==> config.mk <==
export PLATFORM = sky130hd
export DESIGN_NAME = multi_cycle_controller
export DESIGN_NICKNAME = d
export VERILOG_FILES = /design/src/rtl/multi_cycle_controller.sv
export SDC_FILE = /design/constraint.sdc
export NUM_CORES = 1
export LEC_CHECK = 0
export BUFFER_PORTS_ARGS = -buffer_cell sky130_fd_sc_hd__buf_2
export CAP_MARGIN = 25
export CORE_AREA = 2 2 43 45
export CTS_CLUSTER_DIAMETER = 200
export CTS_CLUSTER_SIZE = 12
export DETAILED_ROUTE_END_ITERATION = 12
export DIE_AREA = 0 0 45 47
export GPL_TIMING_DRIVEN = 0
export HOLD_SLACK_MARGIN = 0.12
export PLACE_DENSITY = 0.72
export SLEW_MARGIN = 0
export SYNTH_ARGS = -nofsm -noshare
export SYNTH_HDL_FRONTEND = slang
export SYNTH_SLANG_ARGS = --single-unit
==> constraint.sdc <==
create_clock -name clk -period 1.7 [get_ports clk]
set_input_delay 0.085 -clock clk [delete_from_list [all_inputs] [get_ports clk]]
set_output_delay 0.085 -clock clk [all_outputs]
set_load 0.03 [all_outputs]
==> src/rtl/multi_cycle_controller.sv <==
`default_nettype none
// ============================================================================
// Module      : multi_cycle_controller
// Description : Main control FSM of the multi-cycle datapath. Sequences
//               fetch/decode/execute/memory/writeback, drives the ALU op and
//               operand selects, resolves branches from the ALU zero/negative
//               flags and handshakes with the shared memory via mem_ready.
//               Optional macro CTRL_INSTR_CNT_EN adds the retired-instruction
//               counter output instr_count.
// Revision    : 1.0 - initial release
// ============================================================================
module multi_cycle_controller #(
    parameter int OPCODE_W = 4
`ifdef CTRL_INSTR_CNT_EN
    ,
    parameter int CNT_W    = 32
`endif
) (
    input  logic                clk,
    input  logic                rst_n,
    input  logic [OPCODE_W-1:0] opcode,
    input  logic                zer_flag,
    input  logic                neg_flag,
    input  logic                mem_ready,
    output logic                mem_read,
    output logic                mem_write,
    output logic                i_or_d,
    output logic                ir_write,
    output logic                reg_write,
    output logic                reg_dst,
    output logic                mem_to_reg,
    output logic                alu_src_a,
    output logic [1:0]          alu_src_b,
    output logic [1:0]          alu_op,
    output logic [1:0]          pc_src,
    output logic                pc_write,
    output logic                illegal_op
`ifdef CTRL_INSTR_CNT_EN
    ,
    output logic [CNT_W-1:0]    instr_count
`endif
);

    localparam logic [OPCODE_W-1:0] c_OP_ADD  = OPCODE_W'(0);
    localparam logic [OPCODE_W-1:0] c_OP_SUB  = OPCODE_W'(1);
    localparam logic [OPCODE_W-1:0] c_OP_AND  = OPCODE_W'(2);
    localparam logic [OPCODE_W-1:0] c_OP_OR   = OPCODE_W'(3);
    localparam logic [OPCODE_W-1:0] c_OP_ADDI = OPCODE_W'(4);
    localparam logic [OPCODE_W-1:0] c_OP_LW   = OPCODE_W'(5);
    localparam logic [OPCODE_W-1:0] c_OP_SW   = OPCODE_W'(6);
    localparam logic [OPCODE_W-1:0] c_OP_BZ   = OPCODE_W'(7);
    localparam logic [OPCODE_W-1:0] c_OP_BN   = OPCODE_W'(8);
    localparam logic [OPCODE_W-1:0] c_OP_JMP  = OPCODE_W'(9);

    typedef enum logic [3:0] {
        S_FETCH    = 4'd0,
        S_DECODE   = 4'd1,
        S_EXEC_R   = 4'd2,
        S_WB_R     = 4'd3,
        S_EXEC_I   = 4'd4,
        S_WB_I     = 4'd5,
        S_MEM_ADDR = 4'd6,
        S_MEM_RD   = 4'd7,
        S_MEM_WB   = 4'd8,
        S_MEM_WR   = 4'd9,
        S_BRANCH   = 4'd10,
        S_JUMP     = 4'd11
    } state_t;

    state_t                r_state;
    state_t                w_next;
    logic [OPCODE_W-1:0]   r_opcode;

    // State register; reset parks the FSM in FETCH.
    always_ff @(posedge clk or negedge rst_n) begin
        if (!rst_n) begin
            r_state <= S_FETCH;
        end else begin
            r_state <= w_next;
        end
    end

    // Capture the opcode in DECODE so later states never re-sample the IR field.
    always_ff @(posedge clk or negedge rst_n) begin
        if (!rst_n) begin
            r_opcode <= '0;
        end else if (r_state == S_DECODE) begin
            r_opcode <= opcode;
        end
    end

    // Next-state and Moore/Mealy control outputs; reset forces every output low.
    always_comb begin
        w_next     = r_state;
        mem_read   = 1'b0;
        mem_write  = 1'b0;
        i_or_d     = 1'b0;
        ir_write   = 1'b0;
        reg_write  = 1'b0;
        reg_dst    = 1'b0;
        mem_to_reg = 1'b0;
        alu_src_a  = 1'b0;
        alu_src_b  = 2'b00;
        alu_op     = 2'b00;
        pc_src     = 2'b00;
        pc_write   = 1'b0;
        illegal_op = 1'b0;

        case (r_state)
            S_FETCH: begin
                // PC+4 is computed every cycle but only committed with the fetch.
                mem_read  = 1'b1;
                alu_src_b = 2'b01;
                ir_write  = mem_ready;
                pc_write  = mem_ready;
                if (mem_ready) begin
                    w_next = S_DECODE;
                end
            end
            S_DECODE: begin
                // Speculatively form the branch target into ALUOut.
                alu_src_b = 2'b11;
                case (opcode)
                    c_OP_ADD, c_OP_SUB, c_OP_AND, c_OP_OR: w_next = S_EXEC_R;
                    c_OP_ADDI:                             w_next = S_EXEC_I;
                    c_OP_LW, c_OP_SW:                      w_next = S_MEM_ADDR;
                    c_OP_BZ, c_OP_BN:                      w_next = S_BRANCH;
                    c_OP_JMP:                              w_next = S_JUMP;
                    default: begin
                        illegal_op = 1'b1;
                        w_next     = S_FETCH;
                    end
                endcase
            end
            S_EXEC_R: begin
                // R-type opcodes 0..3 map directly onto the ALU op encoding.
                alu_src_a = 1'b1;
                alu_op    = r_opcode[1:0];
                w_next    = S_WB_R;
            end
            S_WB_R: begin
                reg_write = 1'b1;
                reg_dst   = 1'b1;
                w_next    = S_FETCH;
            end
            S_EXEC_I: begin
                alu_src_a = 1'b1;
                alu_src_b = 2'b10;
                w_next    = S_WB_I;
            end
            S_WB_I: begin
                reg_write = 1'b1;
                w_next    = S_FETCH;
            end
            S_MEM_ADDR: begin
                alu_src_a = 1'b1;
                alu_src_b = 2'b10;
                w_next    = (r_opcode == c_OP_LW) ? S_MEM_RD : S_MEM_WR;
            end
            S_MEM_RD: begin
                mem_read = 1'b1;
                i_or_d   = 1'b1;
                if (mem_ready) begin
                    w_next = S_MEM_WB;
                end
            end
            S_MEM_WB: begin
                reg_write  = 1'b1;
                mem_to_reg = 1'b1;
                w_next     = S_FETCH;
            end
            S_MEM_WR: begin
                mem_write = 1'b1;
                i_or_d    = 1'b1;
                if (mem_ready) begin
                    w_next = S_FETCH;
                end
            end
            S_BRANCH: begin
                // Compare A-B; the flags of this very cycle decide the PC load.
                alu_src_a = 1'b1;
                alu_op    = 2'b01;
                pc_src    = 2'b01;
                pc_write  = ((r_opcode == c_OP_BZ) & zer_flag) |
                            ((r_opcode == c_OP_BN) & neg_flag);
                w_next    = S_FETCH;
            end
            S_JUMP: begin
                pc_src   = 2'b10;
                pc_write = 1'b1;
                w_next   = S_FETCH;
            end
            default: begin
                w_next = S_FETCH;
            end
        endcase

        // Requests and write enables must vanish the instant reset asserts.
        if (!rst_n) begin
            mem_read   = 1'b0;
            mem_write  = 1'b0;
            i_or_d     = 1'b0;
            ir_write   = 1'b0;
            reg_write  = 1'b0;
            reg_dst    = 1'b0;
            mem_to_reg = 1'b0;
            alu_src_a  = 1'b0;
            alu_src_b  = 2'b00;
            alu_op     = 2'b00;
            pc_src     = 2'b00;
            pc_write   = 1'b0;
            illegal_op = 1'b0;
        end
    end

`ifdef CTRL_INSTR_CNT_EN
    logic [CNT_W-1:0] r_instr_count;

    // Count every return to FETCH, illegal opcodes included; wraps naturally.
    always_ff @(posedge clk or negedge rst_n) begin
        if (!rst_n) begin
            r_instr_count <= '0;
        end else if ((r_state != S_FETCH) && (w_next == S_FETCH)) begin
            r_instr_count <= r_instr_count + CNT_W'(1);
        end
    end

    assign instr_count = r_instr_count;
`endif

endmodule
`default_nettype wire

After elaboration in Yosys (flattened, before gate mapping)
Cells that the tools add are included.
{"block": "op_classes", "addsub": 0, "mul": 0, "div_mod_pow": 0, "n_lt_le_gt_ge": 0, "n_eq_ne": 26, "shifts": 0, "mux": 33, "bitwise": 3, "n_reduce_logical": 12}
{"op": "4-bit by 3-bit == test with 1-bit output, second input constant", "n": 10}
{"op": "4-bit == test, second input constant", "n": 7}
{"op": "4-bit one-hot mux with 7 select lines", "n": 1}
{"op": "1-bit 2-to-1 mux", "n": 20}
{"op": "4-bit one-hot mux with 5 select lines", "n": 1}
{"op": "4-bit by 2-bit == test with 1-bit output, second input constant", "n": 4}
{"op": "4-bit 2-to-1 mux", "n": 4}
{"op": "10-bit OR reduction", "n": 1}
{"op": "2-bit OR reduction", "n": 5}
{"op": "4-bit by 1-bit == test with 1-bit output, second input constant", "n": 2}
{"op": "4-bit logical NOT", "n": 2}
{"op": "2-bit one-hot mux with 2 select lines", "n": 2}
{"op": "4-bit OR reduction", "n": 2}
{"op": "2-bit 2-to-1 mux", "n": 3}
{"op": "2-bit inequality test, second input constant", "n": 3}
{"op": "2-bit one-hot mux with 3 select lines", "n": 1}
{"op": "1-bit one-hot mux with 3 select lines", "n": 1}
{"op": "3-bit AND reduction", "n": 1}
{"op": "3-bit OR reduction", "n": 1}
{"op": "1-bit AND", "n": 2}
{"op": "1-bit bitwise OR", "n": 1}
{"block": "totals", "ff_bits": 8, "latchBits": 0, "mem_bits_rw": 0, "mem_bits_ro": 0, "in_bits": 9, "out_inout_bits": 16, "wordCells": 76, "memories": 0}

Depth between registers and ports, before layout
{"block": "logic_depth", "ltp_word": 5, "mapped_depth": 6, "mapped_depth_nobuf": 4}

Worst setup path after synthesis
OpenSTA, ideal clock, no wires.
{"block": "synth_path", "path_kind": "register -> output", "from": "register r_state[3]", "to": "output port alu_src_a", "arrival_ps": 2206, "required_time_ps": 1615, "path_slack_ps": -591, "stages_incl_launch_ff": 3, "n_path_buf": 1, "path_cell_list": "dfrtp_1 -> buf_2 -> a2111oi_0"}
{"block": "synth_via", "elab_chain_len": 4, "elab_cells_between_ends": 7, "classes_between": "eq/ne: 4; mux: 2; reduce/logical: 1"}
{"element": "from (decl)", "line": "70", "rtl": "state_t r_state;"}
{"element": "from (signal assigned)", "line": "79", "rtl": "r_state <= w_next;"}
{"element": "4-bit by 3-bit == test with 1-bit output, or another cell as far along", "line": "109", "rtl": "case (r_state)"}
{"element": "4-bit OR reduction (no source line) (*)"}
{"element": "1-bit 2-to-1 mux (*)", "line": "109"}
{"element": "1-bit 2-to-1 mux (*)", "line": "199", "rtl": "if (!rst_n) begin"}
{"element": "to (decl)", "line": "32", "rtl": "output logic alu_src_a,"}
Mark *: on every way between the ends. The rest lies on a longest branch, timed or not.

Worst setup path after layout
Ends and elaborated chain as after synthesis.

==> impl_metrics.sql <==
INSERT INTO impl_metrics (metric_group, metric, value, unit) VALUES
('synthesis', 'mappedNetlistArea', '734', 'um2'),
('job', 'cap_violations', '0', ''),
('layout', 'drive_gt1_share', '38.6', '%'),
('clock_network', 'htreeDepth', '1', ''),
('synthesis', 'async_reset_ff_share', '100', '%'),
('detailed_routing', 'remaining_drc_errors', '0', ''),
('timing', 'slew_viol_final', '0', ''),
('place', 'globalplace.congestion', '0.817', ''),
('layout', 'footprint_of_the_multi_input_gates', '493', 'um2'),
('power', 'ir_drop', '0.000777', 'V'),
('synthesis', 'fraction_of_synthesized_cell_area_taken_by_the_top_area_cell_type', '27.3', '%'),
('timing', 'worst_slew_margin_rel', '73.2', '%'),
('timing', 'fin_tns_setup', '0', 'ns'),
('hold_path', 'worst_hold_path.endpoint', 'r_opcode[3]', ''),
('layout', 'area.growth.synth_to_final', '32.4', '%'),
('setup_path', 'reg2regPathDepth', '5', ''),
('timing', 'worstMarginPinSlew', '0.400', 'ns'),
('clock_network', 'clk_latency_worst_skew_pair', '0.25', 'ns'),
('detailed_routing', 'dr_total_vias', '839', ''),
('die', 'initial_core_util', '44.5', '%'),
('setup_path', 'crit_path_max_fo', '10', ''),
('detailed_routing', 'drt-total-wl', '2.01', 'mm'),
('power', 'static_power_due_to_leakage', '0.452', 'nW'),
('synthesis', 'ys_flop_type', 'dfrtp_1', ''),
('hold_path', 'holdPathStages', '3', ''),
('setup_path', 'worst-setup-path-type', 'reg2out', ''),
('synthesis', 'yosys.area_share.xor_xnor', '0', '%'),
('clock_network', 'cts-buffers-inserted', '3', ''),
('place', 'dpl_cell_area', '882', 'um2'),
('grt', 'first_global_vias', '772', ''),
('power', 'total_power', '1.65', 'mW'),
('setup_path', 'worst-endpoint-required', '1.62', 'ns'),
('timing', 'max_freq', '608', 'MHz'),
('hold_path', 'worstHoldStart', 'opcode[3]', ''),
('die', 'die_height', '47', 'um'),
('synthesis', 'synth_sequential_area_ratio', '27.3', '%'),
('synthesis', 'synth_top_family_by_area', 'simple AND/OR/NAND/NOR gates', ''),
('synthesis', 'synthTopCellsByCount', 'nor2_1, nand2_1, nor3_1', ''),
('die', 'die_width', '45', 'um'),
('timing', 'fin_crit_sh', '96.8', '%'),
('clock_network', 'clock_tree.buffer_depth', '2', ''),
('synthesis', 'post_synthesis_adder_cell_area_fraction', '0', '%'),
('clock_network', 'clkSlewWorstSetupHoldPaths', '0.05', 'ns'),
('setup_path', 'regToRegStartpoint', 'r_state[1]', ''),
('die', 'rows', '15', ''),
('status', 'outcome', 'finished, final reports clean', ''),
('synthesis', 'synth_compound_area_share', '19.9', '%'),
('timing', 'final_clock_skew', '0.000431', 'ns'),
('die', 'number_of_primary_i_o_pins', '25', ''),
('grt', 'grt_overflow_total', '0', ''),
('synthesis', 'synthSimpleGateAreaFrac', '38.8', '%'),
('timing', 'hold_viol', '0', ''),
('setup_path', 'cp-end-kind', 'output pin', ''),
('synthesis', 'synth-edff-count', '0', ''),
('grt', 'grt_start_max_net_pins', '11', ''),
('place', 'port-buffer-count', '24', ''),
('synthesis', 'syn_area_per_cell', '7.57', 'um2'),
('synthesis', 'post_synth_num_cell_types', '35', ''),
('timing', 'min_period', '1.64', 'ns'),
('layout', 'seq_area', '201', 'um2'),
('synthesis', 'post-synth-top-count-cell', 'nor2_1', ''),
('timing', 'hold_ws', '0.130', 'ns'),
('setup_path', 'crit_arrival', '1.56', 'ns'),
('timing', 'setup_repair_after_global_routing_missed_its_margin', 'true', ''),
('layout', 'final_area', '972', 'um2'),
('power', 'power_density', '1700', 'nW/um2'),
('synthesis', 'postSynthNetCount', '106', ''),
('setup_path', 'r2r_end', 'r_opcode[1]', ''),
('die', 'design.die.area', '2120', 'um2'),
('layout', 'postLayoutCoreUtil', '58.9', '%'),
('clock_network', 'tritoncts_num_sinks', '8', '');
==> worst max-delay path, cell delays in order, from the launching register on <==
cell       delay (ns)
dfrtp_2          0.46
clkbuf_4         0.21
a2111oi_2        0.41
buf_4            0.23
==> stage by stage <==
step | cells | worst slack, ns
2_1_floorplan | 97 | 0.0791
5_1_grt | 144 | 0.000986
3_5_place_dp | 138 | 0.199
3_3_place_gp | 138 | 0.225
4_1_cts | 144 | 0.00587
6_report | 144 | 0.0552
==> how the worst max path moves through the flow <==
stage                      startpoint    endpoint  depth (start not counted)
after floorplan           r_opcode[1]    pc_write                          3
after global placement     r_state[1]  illegal_op                          6
after detailed placement   r_state[1]  illegal_op                          6
after CTS                  r_state[2]   reg_write                          6
after global routing      r_opcode[3]    pc_write                          5
final                      r_state[3]   alu_src_a                          3
==> power by group <==
group / switching, mW / total [mW] / internal, mW
Sequential: 0.0861 / 0.368 / 0.281
Combinational: 0.678 / 1.14 / 0.460
Clock: 0.0642 / 0.145 / 0.0808
Total: 0.828 / 1.65 / 0.822
==> state kept, by name, indices dropped and copies added (netlist names) <==
register / flops
r_opcode: 4
r_state: 4
==> cell usage in the layout, fill, tap and decap left out, types with 2 or more instances in the layout <==
| master | netlist | layout |
|---|---|---|
| buf_2 | 4 | 21 |
| o21ai_1 | 1 | 2 |
| inv_1 | 5 | 5 |
| clkbuf_4 | 0 | 5 |
| dfrtp_1 | 8 | 7 |
| nor3_2 | 2 | 2 |
| o21ai_0 | 5 | 4 |
| a21oi_1 | 5 | 5 |
| mux2_2 | 3 | 3 |
| nor3_1 | 9 | 9 |
| nand2b_4 | 1 | 2 |
| nor2_1 | 13 | 12 |
| buf_4 | 1 | 7 |
| nand3_1 | 4 | 4 |
| buf_6 | 2 | 2 |
| nand2_1 | 10 | 9 |
| nand3b_1 | 3 | 3 |
| dlygate4sd3_1 | 0 | 2 |
==> cell families (layout without fill, tap and decap cells) <==
group	Yosys count	after routing
compound gates	22	22
buf+inv	12	42
flops	8	8
mux	3	3
simple gates	52	52
==> layer usage <==
layer | wire length [um] | track usage (%) | share of wire, %
met1 | 878 | 29.6 | 44
met2 | 977 | 36.3 | 49
met3 | 140 | 2.69 | 7.0
met4 | 12 | 11.8 | 0.60
met5 | 0 | 0 | 0
==> final cells by class <==
cell class                 count  area share, %
clock buffer                   3           2.32
timing repair buffer          27           16.5
tap                           17           2.19
inverter                       5           1.93
buffer                         7           5.66
multi-input combinational     77           50.7
sequential                     8           20.7
==> timing repair <==
item	in CTS	in global routing
endpoints found under the setup margin	1	11
setup buffers	1	0
pin swaps	1	1
gates resized for setup	0	16
hold buffers	2	0
endpoints found under the hold margin	9	0
No activity file was read; power rests on OpenSTA's default activity.
